**src/rtl/key_schedule_inv_pkg.sv**
```systemverilog
// Shared types and constants for the AES-128 inverse key schedule.
package key_schedule_inv_pkg;

  typedef enum logic [1:0] {
    IDLE   = 2'd0,
    EXPAND = 2'd1,
    READY  = 2'd2
  } state_t;

  localparam int NR = 10;

  // rcon(0..10); byte for index i sits at bits [(10-i)*8 +: 8]. Index 0 is unused.
  localparam logic [87:0] RCON_TABLE = 88'h00_01_02_04_08_10_20_40_80_1b_36;

endpackage

```
**src/rtl/key_schedule_inv_word_ops.sv**
```systemverilog
// One round of the AES-128 key recurrence, forward (dir=0) or inverse (dir=1).
// The four S-boxes are shared: forward feeds w3, inverse feeds the recovered w3' = w3^w2.
module key_word_ops
  import key_schedule_inv_pkg::*;
(
  input  logic [127:0] key_in,
  input  logic         dir,
  input  logic [7:0]   rcon_val,
  output logic [127:0] key_out
);

  logic [31:0] w0, w1, w2, w3;
  logic [31:0] sb_in, sb_out, t;
  logic [31:0] f0, f1, f2, f3;

  assign {w0, w1, w2, w3} = key_in;
  assign sb_in = dir ? (w3 ^ w2) : w3;

  for (genvar i = 0; i < 4; i++) begin : g_sbox
    sbox u_sbox (
      .din  (sb_in[8*i +: 8]),
      .dout (sb_out[8*i +: 8])
    );
  end

  // SubWord then RotWord is the same as RotWord then SubWord; rotate the S-box outputs.
  assign t = {sb_out[23:0], sb_out[31:24]} ^ {rcon_val, 24'h0};

  assign f0 = w0 ^ t;
  assign f1 = w1 ^ f0;
  assign f2 = w2 ^ f1;
  assign f3 = w3 ^ f2;

  assign key_out = dir ? {w0 ^ t, w1 ^ w0, w2 ^ w1, w3 ^ w2} : {f0, f1, f2, f3};

endmodule

```
**src/rtl/rcon.sv**
```systemverilog
// Round-constant lookup: rcon(1..10); any other index yields zero.
module rcon
  import key_schedule_inv_pkg::*;
(
  input  logic [3:0] idx,
  output logic [7:0] value
);

  // Table lookup with out-of-range indices forced to zero.
  always_comb begin
    value = 8'h00;
    if (idx >= 4'd1 && idx <= 4'(NR)) begin
      value = RCON_TABLE[(NR - int'(idx)) * 8 +: 8];
    end
  end

endmodule

```
**src/rtl/sbox.sv**
```systemverilog
// AES forward S-box as a constant table. Entry for input b sits at bits [(255-b)*8 +: 8].
module sbox (
  input  logic [7:0] din,
  output logic [7:0] dout
);

  localparam logic [2047:0] SBOX_TABLE = {
    128'h637c777bf26b6fc53001672bfed7ab76,
    128'hca82c97dfa5947f0add4a2af9ca472c0,
    128'hb7fd9326363ff7cc34a5e5f171d83115,
    128'h04c723c31896059a071280e2eb27b275,
    128'h09832c1a1b6e5aa0523bd6b329e32f84,
    128'h53d100ed20fcb15b6acbbe394a4c58cf,
    128'hd0efaafb434d338545f9027f503c9fa8,
    128'h51a3408f929d38f5bcb6da2110fff3d2,
    128'hcd0c13ec5f974417c4a77e3d645d1973,
    128'h60814fdc222a908846eeb814de5e0bdb,
    128'he0323a0a4906245cc2d3ac629195e479,
    128'he7c8376d8dd54ea96c56f4ea657aae08,
    128'hba78252e1ca6b4c6e8dd741f4bbd8b8a,
    128'h703eb5664803f60e613557b986c11d9e,
    128'he1f8981169d98e949b1e87e9ce5528df,
    128'h8ca1890dbfe6426841992d0fb054bb16
  };

  // (255 - din) * 8 is simply {~din, 3'b000}.
  assign dout = SBOX_TABLE[{~din, 3'b000} +: 8];

endmodule

```
**src/rtl/key_schedule_inv.sv**
```systemverilog
// AES-128 decryption-side key schedule: expands to K10, then walks back one round per next.
//
// state  | meaning
// IDLE   | no key loaded, outputs idle
// EXPAND | forward recurrence running, round counts 0 -> 10
// READY  | round_key = K(round); accepts next / rewind / load
module key_schedule_inv
  import key_schedule_inv_pkg::*;
#(
  parameter bit KEEP_LAST = 1'b1
) (
  input  logic         clk,
  input  logic         rst,
  input  logic         load,
  input  logic [127:0] key,
  input  logic         next,
  input  logic         rewind,
  output logic [127:0] round_key,
  output logic [3:0]   round,
  output logic         valid,
  output logic         busy
);

  state_t       state, state_d;
  logic [127:0] key_d, step_out, k10_q;
  logic [3:0]   round_d, rcon_idx;
  logic [7:0]   rcon_val;
  logic         dir, k10_we;

  assign dir      = (state == READY);
  assign rcon_idx = dir ? round : round + 4'd1;

  rcon u_rcon (
    .idx   (rcon_idx),
    .value (rcon_val)
  );

  key_word_ops u_ops (
    .key_in   (round_key),
    .dir      (dir),
    .rcon_val (rcon_val),
    .key_out  (step_out)
  );

  // Next-state and datapath selection; READY priority is load > rewind > next.
  always_comb begin
    state_d = state;
    key_d   = round_key;
    round_d = round;
    k10_we  = 1'b0;
    case (state)
      IDLE: begin
        if (load) begin
          key_d   = key;
          round_d = 4'd0;
          state_d = EXPAND;
        end
      end
      EXPAND: begin
        key_d   = step_out;
        round_d = round + 4'd1;
        if (round == 4'(NR - 1)) begin
          state_d = READY;
          k10_we  = 1'b1;
        end
      end
      READY: begin
        if (load) begin
          key_d   = key;
          round_d = 4'd0;
          state_d = EXPAND;
        end else if (rewind && KEEP_LAST) begin
          key_d   = k10_q;
          round_d = 4'(NR);
        end else if (next && round != 4'd0) begin
          key_d   = step_out;
          round_d = round - 4'd1;
        end
      end
      default: state_d = IDLE;
    endcase
  end

  // State, key and round registers.
  always_ff @(posedge clk) begin
    if (rst) begin
      state     <= IDLE;
      round_key <= '0;
      round     <= 4'd0;
    end else begin
      state     <= state_d;
      round_key <= key_d;
      round     <= round_d;
    end
  end

  if (KEEP_LAST) begin : g_keep_last
    // K10 copy captured on the last expansion step so rewind costs one cycle.
    always_ff @(posedge clk) begin
      if (rst) begin
        k10_q <= '0;
      end else if (k10_we) begin
        k10_q <= step_out;
      end
    end
  end else begin : g_no_keep_last
    assign k10_q = '0;
  end

  assign valid = (state == READY);
  assign busy  = (state == EXPAND);

endmodule

```
**config.mk**
```make
export PLATFORM = sky130hd
export DESIGN_NAME = key_schedule_inv
export DESIGN_NICKNAME = d
export VERILOG_FILES = /design/src/rtl/key_schedule_inv_pkg.sv /design/src/rtl/key_schedule_inv_word_ops.sv /design/src/rtl/rcon.sv /design/src/rtl/sbox.sv /design/src/rtl/key_schedule_inv.sv
export SDC_FILE = /design/constraint.sdc
export NUM_CORES = 2
export LEC_CHECK = 0
export ABC_AREA = 1
export BUFFER_PORTS_ARGS = -buffer_cell sky130_fd_sc_hd__buf_2
export CAP_MARGIN = 0
export CELL_PAD_IN_SITES_DETAIL_PLACEMENT = 1
export CELL_PAD_IN_SITES_GLOBAL_PLACEMENT = 2
export CORE_ASPECT_RATIO = 1.25
export CORE_MARGIN = 1
export CORE_UTILIZATION = 30
export CTS_CLUSTER_DIAMETER = 150
export DETAILED_ROUTE_END_ITERATION = 16
export PLACE_DENSITY_LB_ADDON = 0.1
export SYNTH_ARGS = -nofsm -noshare
export SYNTH_HDL_FRONTEND = slang
export SYNTH_SLANG_ARGS = --single-unit
export TNS_END_PERCENT = 30
```
**constraint.sdc**
```tcl
create_clock -name clk -period 3.8 [get_ports clk]
set_input_delay 0.38 -clock clk [delete_from_list [all_inputs] [get_ports clk]]
set_output_delay 0.38 -clock clk [all_outputs]
set_load 0.005 [all_outputs]
```
==> impl_metrics.yaml <==
critical_path:
  crit_fanout: 8
  startpoint_type: "flip-flop"
  crit_required_ns: 4.31
  setup.worst_path.end_class: "flip-flop"
  worstPathArrival_ns: 4.36
  critPathKind: "flip-flop to flip-flop"
die:
  initial_core_util: 0.303
  fp.dieH_um: 352
  die_x_um: 282
  die-area_mm2: 0.0995
  pin_count: 267
  coreArea_mm2: 0.0974
  rows: 128
cts:
  ctsHoldBuffers: 0
  cts_sinks: 262
  cts_tree: "yes"
  h-tree-depth: 2
  insertion_delay_ns: 0.60
  cts_max_path_buffers: 3
  clk_pin_slew_ns: 0.07
  cts_buffers: 35
  root_buffer: "clkbuf_16"
placed_design:
  placed_cells: 7405
  routabilityCongestion: 1.08
  post-place-ws_ns: -0.375
  port_buffers: 266
  dp_hpwl_mm: 155
synthesis:
  synthCells: 5289
  async_flop_share: 0
  synth_area_mm2: 0.0295
  synth_edf_count: 0
  yosys.cell_types.count: 52
  synth-warning-count: 0
  synth_nets: 5478
  seq_area_frac_synth: 0.178
  ys.flop_type: "dfxtp_1"
  synth.ff_latch_count: 262
  syn_area_per_cell_um2: 5.57
timing:
  min_period_ns: 3.85
  fin_worst_skew_ns: 0.0405
  tightest_slew_ns: 0.994
  fin_setup_tns_ns: -0.0516
  setup_ws_ns: -0.0494
  fin_hold_ws_ns: 0.0731
  fmax_mhz: 260
  timing.final.crit_share: 1.01
  setup_viol: 2
  slew_violations: 0
  grt_setup_unrepaired: "true"
  hold_viol: 0
  max-slew-margin-rel: 0.336
route:
  via_per_inst: 5.67
  wl_per_cell_um: 27.2
  antenna_left: 0
  drc_errors: 0
  drt-initial-drc-count: 3082
  vias: 43000
  dr.pass1.iters: 5
  wl_mm: 206
run_status:
  status: "finished, violations left"
  violations: "setup timing"
global_route:
  grt_pass1_wl_mm: 290
  globalRouteTotalUtil: 0.395
  overflow: 0
  grt_max_degree: 137
  antenna_found_initial: 21
  grt_pass1_vias: 42500
job:
  maxCapViolations: 0
cells_and_area:
  stdcell_count: 7590
  final_layout_size_suffix_gt1_frac: 0.330
  syn2layout_area_growth_pct: 49.5
  nNetsFinal: 6433
min_path:
  hp-class: "input pin to flip-flop"
==> cell usage after synthesis (3+ instances only) <==
cell type     n  area share
nand3_1     638        0.11
buf_4        22      0.0056
clkinv_1      5     0.00064
o21ai_1     105       0.018
o21ai_2       7      0.0021
nor2_2        9      0.0019
o22ai_1      20      0.0042
nand4_1      44      0.0093
o2111ai_1     8      0.0024
nor2_4        3      0.0011
o21ai_0     422       0.072
a21oi_1     416       0.071
nand2_1    1576        0.20
nor3_1       15      0.0025
inv_2        22      0.0028
nor2_1      278       0.035
xnor2_1      49       0.015
nand2_2      28      0.0059
inv_1       530       0.068
buf_1        17      0.0022
buf_6        13      0.0050
o21ai_4       9      0.0050
xor2_1       54       0.016
o221ai_1      5      0.0015
a21o_1        9      0.0023
clkbuf_1    199       0.025
o211ai_1    140       0.036
ha_1         56       0.024
nand3b_1     23      0.0059
dfxtp_1     262        0.18
a221oi_1     63       0.019
nand3_2      19      0.0065
buf_2        95       0.016
or2_1         9      0.0019
a211oi_1     24      0.0061
a21boi_4      5      0.0032
a31oi_1      63       0.013
or2_2         6      0.0013
==> kinds of logic after synthesis <==
family                     Yosys count  synth area share
AOI/OAI and AO/OA                 1306             0.258
xor gates and xnor gates           104            0.0312
adders and majority gates           56            0.0238
buffers and inverters              907             0.127
DFF                                262             0.178
and+or+nand+nor                   2654             0.383
==> area by class of cell <==
class,count,area (um2)
Antenna cell,21,52.6
Clock inverter,9,81.3
Multi-Input combinational cell,4121,23600
Clock buffer,53,1080
Inverter,559,2170
Tap cell,1300,1630
Fill cell,13000,53300
Sequential cell,262,5250
Timing Repair Buffer,1265,10200
==> critical path: stages, from the launching register on <==
cell and delay, ns:
dfxtp_2 0.33, inv_2 0.07, ha_4 0.31, buf_6 0.16
buf_8 0.11, or2_4 0.14, a21boi_4 0.21, buf_6 0.15
buf_6 0.14, nand2_1 0.12, buf_4 0.18, nand2_1 0.17
nor2_1 0.07, o21ai_0 0.23, nand3_2 0.19, nand3_1 0.14
nand3_2 0.15, nand2_4 0.14, buf_6 0.13, xor2_2 0.15
o21ai_1 0.09, nand2_1 0.08, o211ai_1 0.08, a21oi_1 0.17
==> per-stage QoR <==
stage | cell area [um2] | utilization
finish | 44100 | 0.452
global route | 44000 | 0.452
CTS | 40200 | 0.413
detailed placement | 38400 | 0.395
global placement | 38400 | 0.395
floorplan | 29500 | -
==> what timing repair did <==
action                                  CTS  global route
endpoints found under the setup margin  194           224
hold endpoints to repair                  0             0
gates cloned                              0            11
pin swaps                                12           183
setup buffers                            10            82
gates resized for setup                 165           800
==> state kept, by name, summed over array words and instances, names as in the netlist <==
| name | count |
|---|---|
| k10_q | 128 |
| round | 4 |
| round_key | 128 |
| state | 2 |
==> cells in the final DEF (no fill, tap or decap), types with 12 or more instances in the layout <==
cell type and n:
diode_2 21, nand2_2 227, nand2_4 54, a211oi_1 21
o21ai_2 49, nand3_1 493, nor3_1 12, buf_12 69
ha_2 13, nand2_1 1323, nand4_1 44, a221oi_1 63
nand3_2 125, xor2_1 38, o21ai_0 335, ha_4 19
nor2_4 24, buf_4 840, inv_1 488, xnor2_1 44
nand3b_1 23, inv_2 50, o21ai_1 145, xor2_2 13
dfxtp_1 260, nor2_1 241, ha_1 24, nor2_2 25
nand3_4 39, clkbuf_16 46, o22ai_1 19, buf_2 264
buf_6 75, a21oi_2 32, a31oi_1 61, o211ai_1 140
o21ai_4 14, a21oi_1 383
==> per-layer routing <==
layer / vias up / GRT usage / part of all wire
met5: - / 0 / 0.000058
met4: 2 / 0.358 / 0.11
met3: 702 / 0.0558 / 0.056
met2: 1695 / 0.650 / 0.46
met1: 21000 / 0.437 / 0.37
li1: 19600 / - / -
==> final timing paths <==
| path | start | to | slack [ns] | cells past startpoint |
|---|---|---|---|---|
| max | state[0] | round_key[111] | -0.05 | 23 |
| min | key[114] | round_key[114] | 0.07 | 3 |
| max reg2reg | state[0] | round_key[111] | -0.05 | 23 |
| min reg2reg | k10_q[39] | k10_q[39] | 0.47 | 2 |
Power is left out: the tool's default activity adds up to more than one toggle a clock period on the data nets, which glitch-free logic cannot reach.
